**config.mk**
```make
export PLATFORM = sky130hd
export DESIGN_NAME = reorder_buffer
export DESIGN_NICKNAME = d
export VERILOG_FILES = /design/src/rtl/reorder_buffer_pkg.sv /design/src/rtl/reorder_buffer.sv
export SDC_FILE = /design/constraint.sdc
export NUM_CORES = 2
export LEC_CHECK = 0
export BUFFER_PORTS_ARGS = -buffer_cell sky130_fd_sc_hd__buf_2
export CAP_MARGIN = 0
export CORE_MARGIN = 3
export CORE_UTILIZATION = 30
export CTS_CLUSTER_DIAMETER = 150
export DETAILED_ROUTE_END_ITERATION = 16
export GPL_ROUTABILITY_DRIVEN = 0
export PLACE_DENSITY_LB_ADDON = 0.25
export SLEW_MARGIN = 20
export SYNTH_ARGS = -nofsm -noshare
export SYNTH_HDL_FRONTEND = slang
export SYNTH_SLANG_ARGS = --single-unit
```
**constraint.sdc**
```tcl
create_clock -name clk -period 5.14 [get_ports clk]
set_clock_uncertainty 0.15 [all_clocks]
set_input_delay 0.514 -clock clk [delete_from_list [all_inputs] [get_ports clk]]
set_output_delay 0.514 -clock clk [all_outputs]
set_load 0.01 [all_outputs]
```
**src/rtl/reorder_buffer_pkg.sv**
```systemverilog
// Shared types for the reorder buffer: entry layout, completion port, pointer width.
package C;

  localparam int NR_ROB_ENTRIES = 32;
  localparam int NR_COMPL_PORTS = 3;

  typedef logic [7:0] id_t;

  typedef logic [$clog2(NR_ROB_ENTRIES):0] rob_ptr_t;

  typedef struct packed {
    id_t         id;
    logic [31:0] pc;
    logic [6:0]  prd;
    logic [4:0]  ard;
    logic        needprf2arf;
    logic        completed;
  } rob_entry_t;

  typedef struct packed {
    id_t  id;
    logic valid;
  } completion_port_t;

endpackage

```
**src/rtl/reorder_buffer.sv**
```systemverilog
// In-order retirement buffer: program-order dispatch, any-order completion,
// one in-order commit per cycle from the head, single-cycle flush.
module reorder_buffer
  import C::*;
#(
  parameter int NR_ENTRIES = NR_ROB_ENTRIES,
  parameter int NR_CPORTS  = NR_COMPL_PORTS
) (
  input  logic                          clk,
  input  logic                          rstn,
  input  logic                          dispatch_valid_i,
  output logic                          dispatch_ready_o,
  input  rob_entry_t                    dispatch_entry_i,
  input  completion_port_t              compl_i [NR_CPORTS],
  output logic                          commit_valid_o,
  input  logic                          commit_ready_i,
  output rob_entry_t                    commit_entry_o,
  input  logic                          flush_i,
  output logic                          full_o,
  output logic                          empty_o,
  output logic [$clog2(NR_ENTRIES):0]   count_o
);

  localparam int AW = $clog2(NR_ENTRIES);
  localparam int PW = AW + 1;
  localparam logic [PW-1:0] PTR_ONE = PW'(1);

  rob_entry_t              r_entries [NR_ENTRIES];
  logic [NR_ENTRIES-1:0]   r_valid;
  logic [NR_ENTRIES-1:0]   r_completed;
  logic [PW-1:0]           r_head;
  logic [PW-1:0]           r_tail;
  logic [PW-1:0]           r_count;

  logic [AW-1:0]           w_head_idx;
  logic [AW-1:0]           w_tail_idx;
  logic                    w_full;
  logic                    w_empty;
  logic                    w_disp_fire;
  logic                    w_commit_fire;
  logic [NR_ENTRIES-1:0]   w_hit;
  logic [PW-1:0]           w_count_next;
  rob_entry_t              w_disp_entry;
  rob_entry_t              w_head_entry;

  assign w_head_idx = r_head[AW-1:0];
  assign w_tail_idx = r_tail[AW-1:0];

  // Wrap bit distinguishes full from empty when the index bits coincide.
  assign w_empty = (r_head == r_tail);
  assign w_full  = (w_head_idx == w_tail_idx) && (r_head[AW] != r_tail[AW]);

  assign dispatch_ready_o = !w_full;
  assign full_o           = w_full;
  assign empty_o          = w_empty;
  assign count_o          = r_count;

  assign w_disp_fire    = dispatch_valid_i && dispatch_ready_o && !flush_i;
  assign commit_valid_o = !w_empty && r_valid[w_head_idx] && r_completed[w_head_idx] && !flush_i;
  assign w_commit_fire  = commit_valid_o && commit_ready_i;

  assign w_count_next = r_count + PW'(w_disp_fire) - PW'(w_commit_fire);

  always_comb begin
    w_disp_entry           = dispatch_entry_i;
    w_disp_entry.completed = 1'b0;
  end

  always_comb begin
    w_head_entry           = r_entries[w_head_idx];
    commit_entry_o         = w_head_entry;
    commit_entry_o.completed = 1'b1;
  end

  always_comb begin
    w_hit = '0;
    for (int e = 0; e < NR_ENTRIES; e++) begin
      for (int p = 0; p < NR_CPORTS; p++) begin
        if (compl_i[p].valid && r_valid[e] && (r_entries[e].id == compl_i[p].id)) begin
          w_hit[e] = 1'b1;
        end
      end
    end
  end

  always_ff @(posedge clk or negedge rstn) begin
    if (!rstn) begin
      r_head      <= '0;
      r_tail      <= '0;
      r_count     <= '0;
      r_valid     <= '0;
      r_completed <= '0;
    end else if (flush_i) begin
      r_head      <= '0;
      r_tail      <= '0;
      r_count     <= '0;
      r_valid     <= '0;
      r_completed <= '0;
    end else begin
      r_completed <= r_completed | w_hit;
      if (w_disp_fire) begin
        r_valid[w_tail_idx]     <= 1'b1;
        r_completed[w_tail_idx] <= 1'b0;
        r_tail                  <= r_tail + PTR_ONE;
      end
      // Head and tail slots never coincide when both fire (not full, not empty).
      if (w_commit_fire) begin
        r_valid[w_head_idx]     <= 1'b0;
        r_completed[w_head_idx] <= 1'b0;
        r_head                  <= r_head + PTR_ONE;
      end
      r_count <= w_count_next;
    end
  end

  always_ff @(posedge clk) begin
    if (w_disp_fire) begin
      r_entries[w_tail_idx] <= w_disp_entry;
    end
  end

endmodule

```
==> impl_metrics.toml <==
[run_status]
status = "complete, no violations"

[final_layout]
area_growth_syn_to_layout_pct = 16.4
postLayoutCellArea_sq_um = 89800
nets = 4605
layout_common_cells = "edfxtp_1, xnor2_1, mux4_2"
drive_gt1_share_pct = 23.2
utilization_pct = 35.2
final_common_cell = "edfxtp_1"
seqCellArea_sq_um = 53000
multiInputGateArea_sq_um = 23100
fill_cells = 23900
fin_cells = 8029

[worst_setup_path]
path_buf_inv = 4
cp_top_family = "buffers and inverters"
worstPathMaxFanout = 46
crit_chain = "buf_6 > buf_12 > buf_4 > mux4_2 > a22oi_1 > nand4_1 > buf_2"
critPathMaxStageDelay_ns = 0.75
critPathKind = "reg -> out"
end_kind = "output pin"
start_kind = "register"
required_ns = 4.48
arrival_ns = 4.18
slowest_stage = "dfrtp_4"

[synth]
synth-edff-count = 1696
netlist.area_leader.share_pct = 66.0
synthDistinctLibCells = 56
synth.area.top_cells = "edfxtp_1, mux4_2, xnor2_1, xor2_1, dfrtp_1"
synth-seq-cells = 1778
synth-main-ff-cell = "edfxtp_1"
yosysWarnings = 0
synth_area_sq_um = 77200
ys_seq_area_share_pct = 68.7
synthArstFlopShare_pct = 4.61
netlist_instances = 4236
syn-num-nets = 4337
yosysTopAreaCell = "edfxtp_1"
syn_avg_cell_area_sq_um = 18.2

[pwr]
p_clk_share_pct = 43.5
ir_worst_vdd_mv = 0.331
leakage_nw = 27.4
pwr-share-comb_pct = 3.8
p_seq_share_pct = 52.6
power.switching_mw = 6.69
power.total_mw = 30.3
p_sw_share_pct = 22.1
powerDensity_nw_per_um2 = 337
p_int_mw = 23.6

[detailed_routing]
drc_errors = 0
first_pass_iters = 5
drt_iter0_drc = 5264
vias = 43500
postRouteAntennaNets = 0
wl_per_cell_microns = 31.0
viasPerCell = 5.42
wl_mm = 249

[placement]
placedInstanceArea_sq_um = 83300
dp_hpwl_mm = 142
dp_worst_setup_slack_ns = 0.769
io_buffers = 147
dp.cells = 7634

[cts]
numCtsBuffers = 186
clk_latency_ns = 0.83
clk_root_buffer_cell = "clkbuf_16"
cts.clk_slew.worst_paths_ns = 0.06
htree_levels = 4
cts.sinks = 1778
max-clock-path-buffers = 3
cts_tree = "done"

[job]
maxCapViolCount = 0

[timing]
relSlewSlack_pct = 18.3
worst_slew_pin_slew_ns = 1.23
fin_ws_ns = 0.294
min_period_over_period_pct = 94.3
fin_setup_tns_ns = 0
slew_viol_final = 0
rsz0062_at_grt = "no"
fmaxAchievable_ghz = 0.206
hold_slack_ns = 0.0563
period_minus_slack_ns = 4.85
finalHoldViolations = 0
setup_viol = 0

[floorplan]
io_pins = 150
die_w_microns = 513
die_area_sq_um = 263000
coreArea_sq_um = 255000
die_h_microns = 513
start_util_pct = 30.3
num_rows = 185

[grt]
grt_usage_pct = 18.5
grt-ovfl-total = 0
grt_max_degree = 129
grt_pass1_wl_mm = 349
first_global_vias = 43700
antenna_found_initial = 14

[min_path]
min_path_type = "in -> reg"
==> path summary, 6_finish.rpt <==
check,startpoint,to,slack [ns],cells past startpoint
max,r_head[0],commit_entry_o[30],0.29,7
min,dispatch_entry_i[4],r_entries[0][3],0.06,1
max reg2reg,r_head[1],count_o[4],0.82,15
min reg2reg,r_tail[5],r_tail[5],0.43,2
max in group asynchronous,rstn,r_head[1],3.61,3
min in group asynchronous,rstn,count_o[3],0.11,2
==> power groups by stage <==
stage | combinational [mW] | sequential, mW | clock [mW]
3_3_place_gp | 1.11 | 16.2 | 0
6_report | 1.17 | 15.9 | 13.2
4_1_cts | 1.16 | 15.9 | 13.5
2_1_floorplan | 0.542 | 16.2 | 0
5_1_grt | 1.24 | 15.9 | 14.1
3_5_place_dp | 1.13 | 16.2 | 0
==> per-layer routing <==
metal  track usage [%]  routed length, microns  vias to the layer above
met2              29.3                  116000                     1835
met4              4.80                    6250                        2
met5                 0                      11                        -
met1              26.2                  108000                    23600
met3              3.58                   18200                      377
li1                  -                       -                    17700
==> cell families after synthesis <==
kind of cell | count (synthesis) | synth area share, %
flip-flops | 1778 | 68.7
AO/OA/AOI/OAI | 342 | 3.22
adder cells (fa/ha/maj) | 15 | 0.253
other | 1 | 0.00486
buffers and inverters | 305 | 1.77
XOR/XNOR | 783 | 8.89
multiplexers | 483 | 13.3
AND/OR/NAND/NOR | 529 | 3.88
==> state kept, by name, indices dropped and copies added (netlist names) <==
| name | count |
|---|---|
| r_entries | 1696 |
| r_completed | 32 |
| r_valid | 32 |
| count_o | 6 |
| r_head | 6 |
| r_tail | 6 |
==> repair_timing <==
item / CTS / global route
setup buffers: 1 / 0
hold buffers: 45 / 1
gates resized for setup: 0 / 2
pin swaps: 0 / 1
endpoints found under the setup margin: 2 / 2
endpoints found under the hold margin: 1156 / 11
==> synth_stat cells (2+ instances only) <==
library cell	number
nand4_1	178
ha_1	14
nor2_1	85
xnor2_1	474
xor2_1	309
and2_1	2
a22oi_1	178
nand3_1	35
nor3b_1	2
buf_1	56
a31o_2	4
inv_1	15
or3_1	3
o21ai_0	64
o22ai_1	3
mux4_2	431
buf_6	12
o31ai_1	3
buf_2	64
a41oi_1	30
nor3_1	34
dfrtp_1	82
nand2_1	22
a2111oi_0	2
and3_1	48
mux2_2	7
buf_4	14
mux4_1	3
clkbuf_1	144
nor4_1	102
a311oi_1	40
a21oi_1	11
nand3b_1	3
nand2b_1	3
mux2i_1	42
nor2b_1	2
edfxtp_1	1696
==> cell type report <==
type,instances,share of cell area (%)
repair buffers,370,3.84
clock buffers,232,5.47
flip-flops and latches,1778,59.0
multi-input cells,2153,25.7
well taps,3366,4.69
inverters,15,0.0655
clock inverters,109,1.18
diodes,6,0.0167
(Power assumes the default switching activity.)
